[src/rtl/vote_session_ctrl.sv]
// Debounced N-voter session controller: open/close by buttons, serial tally on close,
// verdict and count held on the LEDs until the next session opens.
module vote_session_ctrl #(
  parameter int N_VOTERS   = 3,
  parameter int DEB_CYCLES = 4
) (
  input  logic                              clk,
  input  logic                              rst,
  input  logic [N_VOTERS-1:0]               sw,
  input  logic                              btn_start,
  input  logic                              btn_close,
  input  logic [1:0]                        mode,
  output logic                              led_result,
  output logic                              led_tie,
  output logic                              led_valid,
  output logic [$clog2(N_VOTERS+1)-1:0]     vote_count,
  output logic                              busy
);
  localparam int CW = $clog2(N_VOTERS + 1);
  localparam int XW = CW + 2;
  localparam int NI = N_VOTERS + 2;
  localparam int DW = (DEB_CYCLES > 1) ? $clog2(DEB_CYCLES) : 1;

  typedef enum logic [1:0] {IDLE, VOTE, COUNT, DONE} state_t;

  logic [NI-1:0] raw, sync1, sync2, deb;
  logic [DW-1:0] deb_cnt [NI];
  logic          start_q, close_q, start_p, close_p;
  state_t        state, state_nx;
  logic [N_VOTERS-1:0] snap;
  logic [1:0]    mode_r;
  logic [CW-1:0] acc, idx;
  logic [XW-1:0] acc_w, n_w;
  logic          res_c, tie_c;

  assign raw = {btn_close, btn_start, sw};

  // Two-flop synchroniser followed by a per-bit stability counter.
  always_ff @(posedge clk) begin
    if (rst) begin
      sync1 <= '0;
      sync2 <= '0;
      deb   <= '0;
      for (int i = 0; i < NI; i++) deb_cnt[i] <= '0;
    end else begin
      sync1 <= raw;
      sync2 <= sync1;
      for (int i = 0; i < NI; i++) begin
        if (sync2[i] != deb[i]) begin
          if (deb_cnt[i] == DW'(DEB_CYCLES - 1)) begin
            deb[i]     <= sync2[i];
            deb_cnt[i] <= '0;
          end else begin
            deb_cnt[i] <= deb_cnt[i] + DW'(1);
          end
        end else begin
          deb_cnt[i] <= '0;
        end
      end
    end
  end

  always_ff @(posedge clk) begin
    if (rst) begin
      start_q <= 1'b0;
      close_q <= 1'b0;
    end else begin
      start_q <= deb[N_VOTERS];
      close_q <= deb[N_VOTERS+1];
    end
  end

  assign start_p = deb[N_VOTERS]   & ~start_q;
  assign close_p = deb[N_VOTERS+1] & ~close_q;

  always_ff @(posedge clk) begin
    if (rst) state <= IDLE;
    else     state <= state_nx;
  end

  always_comb begin
    state_nx = state;
    case (state)
      IDLE:  if (start_p) state_nx = VOTE;
      VOTE:  if (close_p) state_nx = COUNT;
      COUNT: if (idx == CW'(N_VOTERS)) state_nx = DONE;
      DONE:  if (start_p) state_nx = VOTE;
      default: state_nx = IDLE;
    endcase
  end

  // Widened so 3*count and 2*N never overflow.
  assign acc_w = XW'(acc);
  assign n_w   = XW'(N_VOTERS);

  always_comb begin
    res_c = 1'b0;
    tie_c = 1'b0;
    case (mode_r)
      2'b01:   res_c = (XW'(3) * acc_w) >= (XW'(2) * n_w);
      2'b10:   res_c = (acc_w == n_w);
      default: begin
        res_c = (acc_w << 1) > n_w;
        tie_c = (acc_w << 1) == n_w;
      end
    endcase
  end

  always_ff @(posedge clk) begin
    if (rst) begin
      snap       <= '0;
      mode_r     <= '0;
      acc        <= '0;
      idx        <= '0;
      vote_count <= '0;
      led_result <= 1'b0;
      led_tie    <= 1'b0;
      led_valid  <= 1'b0;
    end else begin
      case (state)
        VOTE: if (close_p) begin
          snap   <= deb[N_VOTERS-1:0];
          mode_r <= mode;
          acc    <= '0;
          idx    <= '0;
        end
        COUNT: begin
          // Snapshot shifts out LSB-first; the extra cycle at idx==N publishes the result.
          if (idx != CW'(N_VOTERS)) begin
            acc  <= acc + CW'(snap[0]);
            snap <= snap >> 1;
            idx  <= idx + CW'(1);
          end else begin
            vote_count <= acc;
            led_result <= res_c;
            led_tie    <= tie_c;
            led_valid  <= 1'b1;
          end
        end
        DONE: if (start_p) begin
          vote_count <= '0;
          led_result <= 1'b0;
          led_tie    <= 1'b0;
          led_valid  <= 1'b0;
        end
        default: ;
      endcase
    end
  end

  assign busy = (state == VOTE) || (state == COUNT);

endmodule

[config.mk]
export PLATFORM = sky130hd
export DESIGN_NAME = vote_session_ctrl
export DESIGN_NICKNAME = d
export VERILOG_FILES = /design/src/rtl/vote_session_ctrl.sv
export SDC_FILE = /design/constraint.sdc
export NUM_CORES = 1
export LEC_CHECK = 0
export BUFFER_PORTS_ARGS = -buffer_cell sky130_fd_sc_hd__buf_2
export CORE_ASPECT_RATIO = 1.2
export CORE_UTILIZATION = 58
export DETAILED_ROUTE_END_ITERATION = 8
export GPL_TIMING_DRIVEN = 0
export PLACE_DENSITY = 0.8
export SETUP_SLACK_MARGIN = 0.2
export SLEW_MARGIN = 40
export SYNTH_ARGS = -nofsm -noshare
export SYNTH_HDL_FRONTEND = slang
export SYNTH_SLANG_ARGS = --single-unit
[constraint.sdc]
create_clock -name clk -period 2.2 [get_ports clk]
set_input_delay 0.11 -clock clk [delete_from_list [all_inputs] [get_ports clk]]
set_output_delay 0.11 -clock clk [all_outputs]
set_load 0.005 [all_outputs]
==> results.txt, run 1 <==
status: completed
IO Count: 15
vias in the first global route: 1206
Worst path slowest cell: dfxtp_1
TritonCTS clock tree: done
Avg WL per Cell: 11.9 µm
core area: 0.00286 mm²
CP arrival: 2.13 ns
Final Cycle Share: 83.9%
# setup viols final: 0
via count: 1183
CTS buffer count: 5
distinct cell type count after synthesis: 32
largest net degree at the start of global routing: 14
relative slew slack: 61.8%
Critical Path Max Stage Delay: 0.45 ns
worst ir drop on vdd: 570 µV
worst hold margin: 0.249 ns
Via density: 5.06
R2R Path End: acc[1]
CP Launch Type: flip-flop
DRC violations left: 0
die width: 52.7 µm
Die Span Y: 62.8 µm
max_cap viols: 0
Resized cells post-CTS: 0
hold depth: 3
Power Density: 859 mW/mm²
crit-path max FO: 10
Top Metal Used: met4
Gate Count Post-Synth: 163
Post-Route WL: 2.79 mm
post-route ant nets: 0
antenna violations before repair: 0
die area: 0.00331 mm²
Final Hold Viols: 0
H-tree depth: 2
met3 WL post-DR: 99 µm
detailed placement HPWL: 2.03 mm
Final Slew Violations: 0
met2 wire length: 1.40 mm
Place WS: 0.325 ns
Final nets: 221
crit path time final: 1.85 ns
hold path start: rst
diodes inserted: 0
worst-margin pin slew: 0.573 ns
First DRT Iteration DRCs: 16
CP endpoint kind: flip-flop
sequential area share after synthesis: 52.6%
LEAKAGE: 0.892 nW
Layout Area Growth over Synthesis: 15.4%
Finished Cell Area: 0.00206 mm²
Worst-path clk slew: 0.12 ns
leading cell type in the layout, fill and taps excluded: dfxtp_1
Clock Skews: 0.00364 ns
layout cell share with drive strength beyond 1: 14.5%
first-pass GRT wire length: 4.91 mm
Worst-Skew Late Latency: 0.35 ns
critical path type: reg -> reg
Avg Synthesized Cell Area: 11.0 µm²
CTS Sinks: 42
Clock Tree Buf Depth: 2
final worst-path setup slack: 0.354 ns
Seq cells post-synth: 42
gr usage total: 20.7%
RSZ-0062 raised after global routing: false
Filler Cell Count: 229
commonest non-fill, non-tap cells in the layout: dfxtp_1, nor2_1, nor2b_1, ha_1, buf_2
starting density of the core: 62.5%
Total Neg Setup Slack: 0 ns
FF-to-FF Start: state[0]
row count: 21
Worst R2R Path Depth: 7
Setup Fix Bufs, Post-CTS: 0
CP cell instances: inv_1 -> ha_1 -> buf_6 -> and2_4 -> a211oi_4 -> nand3b_2 -> a211oi_2
R2R setup slack: 0.35 ns
CTS Root Cell: clkbuf_4
Placer Congestion: 0.747
post-placement cell area: 0.00193 mm²
GR Overflow Total: 0
First-pass DRT Iterations: 4
Worst Hold End: led_valid
worst min-delay path category: in -> reg
f_max: 0.542 GHz
IO buf count: 13
CP Data Required Time: 2.48 ns
Warnings, synthesis: 0
cell area after synthesis: 0.00179 mm²
M1 WL: 1.20 mm
## report_power, final
group	internal (mW)	switching [mW]	leakage [nW]	total [mW]
Sequential	0.848	0.0457	0.364	0.894
Combinational	0.221	0.261	0.494	0.482
Clock	0.154	0.244	0.0343	0.398
Total	1.22	0.551	0.892	1.77
## flip-flops by register name, summed over array words and instances (netlist names)
register / cells
sync1: 5
deb: 5
deb_cnt: 10
sync2: 5
acc: 2
close_q: 1
snap: 3
state: 2
vote_count: 2
start_q: 1
led_valid: 1
mode_r: 2
idx: 2
led_result: 1
## metal layers
layer	up-vias	global-route usage, %
met4	0	11.8
met1	544	22.3
li1	607	-
met3	9	5.11
met2	23	35.4
met5	-	0
## how the worst max path moves through the flow
stage          slack (ns)  startpoint  depth (start not counted)     end
4_1_cts              0.30    state[0]                          7  acc[1]
5_1_grt              0.24    state[0]                          7  idx[1]
3_3_place_gp         0.41    state[0]                          7  idx[0]
3_5_place_dp         0.33    state[0]                          7  idx[1]
6_report             0.35    state[0]                          7  acc[1]
2_1_floorplan        0.52    state[0]                          7  acc[1]
## logic make-up after synthesis
kind of cell | count (synthesis) | synth area share [%]
compound gates | 17 | 8.25
xor+xnor | 5 | 2.45
fa+ha+maj | 13 | 9.09
buf+inv | 15 | 3.78
flops | 42 | 52.6
mux | 12 | 6.71
other cells | 2 | 0.420
simple gates | 57 | 16.7
## what timing repair did
| action | CTS | global route |
|---|---|---|
| setup endpoints to repair | 0 | 2 |
| endpoints found under the hold margin | 7 | 0 |
| hold buffers | 7 | 0 |
## cell type report
type                            count  area [µm²]  area share [%]
Buffer                              5        30.0            1.45
Clock inverter                      2        12.5           0.606
Timing Repair Buffer               20         135            6.55
Inverter                           10        37.5            1.82
Clock buffer                        6        51.3            2.48
Sequential cell                    42         941            45.6
Tap cell                           34        42.5            2.06
Multi-Input combinational cell    115         815            39.5
## synth_stat cells
cell type,count,share of area (%)
a22o_1,2,0.98
ha_1,13,9.1
and2_1,2,0.70
edfxtp_1,10,17
a221oi_1,1,0.49
a21bo_2,1,0.56
nand2_1,1,0.21
inv_1,10,2.1
xnor2_1,5,2.4
o21ai_0,1,0.28
mux2i_1,12,6.7
nand2b_1,3,1.0
or3_1,5,1.7
dfxtp_1,32,36
nand3b_2,1,0.63
clkbuf_1,3,0.63
buf_6,1,0.63
a211oi_4,1,1.1
a32o_1,1,0.56
nor3b_1,1,0.42
conb_1,2,0.42
and2_4,1,0.49
a211oi_2,1,0.70
a21oi_1,2,0.56
nor2_1,27,5.7
a21o_1,2,0.84
nand3b_1,1,0.42
nor2b_1,14,4.9
a211o_1,1,0.49
nand2b_2,1,0.49
a211oi_1,4,1.7
buf_4,1,0.42
## worst max-delay path: cells and delay by family, from the launching register on
kind	cells	cell delay, ns
adders and majority gates	1	0.20
AOI/OAI and AO/OA	2	0.64
buffers and inverters	2	0.21
and+or+nand+nor	2	0.28
DFF	1	0.45
## stage by stage
stage                     power, mW  std cells  util [%]
after floorplan                1.27        172         -
after global placement         1.34        219      67.4
after detailed placement       1.38        219      67.4
after CTS                      1.79        234      72.1
after global routing           1.89        234      72.1
final                          1.77        234      72.1
No activity file was read; power rests on OpenSTA's default activity.
==> inputs of run 2 (changes only) <==
ABC_AREA = 1   (was unset)
CORE_UTILIZATION = 52   (was 58)
PLACE_DENSITY = 0.76   (was 0.8)
clock period = 1.5 ns   (was 2.2 ns; I/O delays follow)
==> results.txt, run 2 <==
Worst-Skew Late Latency: 0.29 ns (-0.06 ns)
First DRT Iteration DRCs: 19 (+3)
CTS Sinks: 42 (unchanged)
max_cap viols: 0 (unchanged)
GR Overflow Total: 0 (unchanged)
CP Data Required Time: 1.69 ns (-0.79 ns)
Die Span Y: 67.4 µm (+7.2%)
First-pass DRT Iterations: 4 (unchanged)
leading cell type in the layout, fill and taps excluded: nor2_1
Warnings, synthesis: 0 (unchanged)
Layout Area Growth over Synthesis: 19.7%
Clock Tree Buf Depth: 2 (unchanged)
H-tree depth: 2 (unchanged)
CP Launch Type: flip-flop
diodes inserted: 0 (unchanged)
row count: 23 (+9.5%)
post-route ant nets: 0 (unchanged)
sequential area share after synthesis: 50.8% (-1.7 points)
detailed placement HPWL: 2.15 mm (+6.3%)
IO buf count: 12 (-1)
Worst R2R Path Depth: 9 (+2)
IO Count: 15 (unchanged)
commonest non-fill, non-tap cells in the layout: nor2_1, inv_1, nand2_1, dfxtp_1, a21oi_1
main area contributors after synthesis: dfxtp_1, edfxtp_1, ha_1
via count: 1401 (+18%)
Total Neg Setup Slack: 0 ns (unchanged)
worst ir drop on vdd: 1130 µV (+98%)
vias in the first global route: 1392 (+15%)
Worst-path clk slew: 0.07 ns (-0.05 ns)
Final Cycle Share: 86.7% (+2.8 points)
worst hold margin: 0.0735 ns (-0.175 ns)
CP arrival: 1.49 ns (-0.64 ns)
most frequent cell after synthesis: nor2_1
ys async rst share: 0% (unchanged)
die area: 0.00380 mm² (+15%)
Clock Skews: 0.00217 ns (-0.00147 ns)
antenna violations before repair: 0 (unchanged)
CTS Root Cell: clkbuf_8
max reg flops: 10 (unchanged)
worst min-delay path category: in -> reg
Avg Synthesized Cell Area: 8.37 µm² (-24%)
number of synthesized flops with an enable pin: 10 (unchanged)
area leader, netlist: dfxtp_1
crit path time final: 1.30 ns (-0.546 ns)
Pwr Total: 3.01 mW (+70%)
hold depth: 3 (unchanged)
Avg WL per Cell: 10.5 µm (-12%)
CTS buffer count: 5 (unchanged)
DRC violations left: 0 (unchanged)
Post-Route WL: 3.09 mm (+11%)
die width: 56.5 µm (+7.1%)
RSZ-0062 raised after global routing: true
# setup viols final: 0 (unchanged)
Seq cells post-synth: 42 (unchanged)
Largest Register: deb_cnt
first-pass GRT wire length: 5.56 mm (+13%)
Gate Count Post-Synth: 221 (+36%)
prevailing post-synth register cell: dfxtp_1
gr usage total: 19.3% (-1.4 points)
Final nets: 279 (+26%)
f_max: 0.769 GHz (+42%)
cell area after synthesis: 0.00185 mm² (+3.4%)
Power Density: 1360 mW/mm² (+58%)
Final Hold Viols: 0 (unchanged)
layout cell share with drive strength beyond 1: 19.8% (+5.3 points)
core area: 0.00337 mm² (+18%)
CP endpoint kind: flip-flop
Final Slew Violations: 0 (unchanged)
crit-path max FO: 7 (-3)
Placer Congestion: 0.758 (+1.5%)
largest net degree at the start of global routing: 13 (-1)
distinct cell type count after synthesis: 21 (-34%)
TritonCTS clock tree: done
critical path type: reg -> reg
starting density of the core: 55.0% (-7.5 points)
Via density: 4.75 (-6.1%)
status: completed
Yosys top cell area share: 34.6% (-1.2 points)
LEAKAGE: 1.04 nW (+17%)
Post-synth top cells: nor2_1, inv_1, dfxtp_1, nand2_1, a21oi_1
-- run 2: changes by cell type after synthesis, moves of 11 or more --
cell	previous run	this run
inv_1	10	37
nand2_1	1	31
mux2i_1	12	0
nor2_1	27	41
nor2b_1	14	0
a21oi_1	2	17
o21ai_0	1	12
-- run 2: timing repair --
item / CTS / global route
endpoints found under the hold margin: 5 / 0
setup endpoints to repair: 11 / 15
gates resized for setup: 15 / 10
pin swaps: 3 / 4
hold buffers: 5 / 0
buffers inserted: 2 / 1
-- run 2: power breakdown --
part           internal, mW  total, mW  switching [mW]  leakage [nW]
clock                 0.320      0.681           0.361        0.0426
combinational         0.392      0.964           0.572         0.632
sequential             1.28       1.37          0.0848         0.366
total                  2.00       3.01            1.02          1.04
-- run 2: kinds of logic (layout without fill, tap and decap cells) --
logic type,after synthesis,count (layout),synth area share [%]
simple gates,85,85,19.5
buf+inv,45,73,10.5
flops,42,42,50.8
compound gates,34,34,9.87
fa+ha+maj,13,13,8.79
other cells,2,11,0.406
-- run 2: worst max-delay path: stages (launching register included) --
cell and delay (ns):
dfxtp_2 0.34, inv_2 0.05, ha_4 0.15, buf_6 0.13, nand2_4 0.08, inv_4 0.04, nor2_4 0.11, nand2_4 0.11
o21ai_2 0.13, nor2_1 0.05
-- run 2: final cells by class --
| type | instances | area, µm² |
|---|---|---|
| clock buffers | 6 | 72.6 |
| well taps | 37 | 46.3 |
| fillers | 270 | 1150 |
| repair buffers | 20 | 133 |
| multi-input cells | 143 | 812 |
| inverters | 40 | 158 |
| clock inverters | 2 | 8.76 |
| plain buffers | 5 | 40.0 |
| flip-flops and latches | 42 | 946 |
-- run 2: metrics by stage --
stage	utilization [%]	std cells	setup WS, ns	instance area [µm²]
3_5_place_dp	59.2	279	0.0659	1990
3_3_place_gp	59.2	279	0.0877	1990
2_1_floorplan	-	230	0.209	1890
6_report	65.8	295	0.199	2220
4_1_cts	64.5	294	0.180	2170
5_1_grt	65.8	295	0.131	2220
-- run 2: path summary, 6_finish.rpt --
path,from,endpoint,slack [ns]
worst min register to register,sync1[3],sync2[3],0.40
worst max register to register,state[0],snap[0],0.20
worst max-delay path,state[0],snap[0],0.20
worst min-delay path,mode[1],mode_r[1],0.07
-- run 2: metal layers --
metal / track usage, % / part of all wire, % / up-vias
met2: 38.7 / 53 / 20
met3: 5.75 / 3.1 / 6
met4: 7.32 / 1.7 / 0
met1: 18.3 / 42 / 624
met5: 0 / 0 / -
li1: - / - / 751
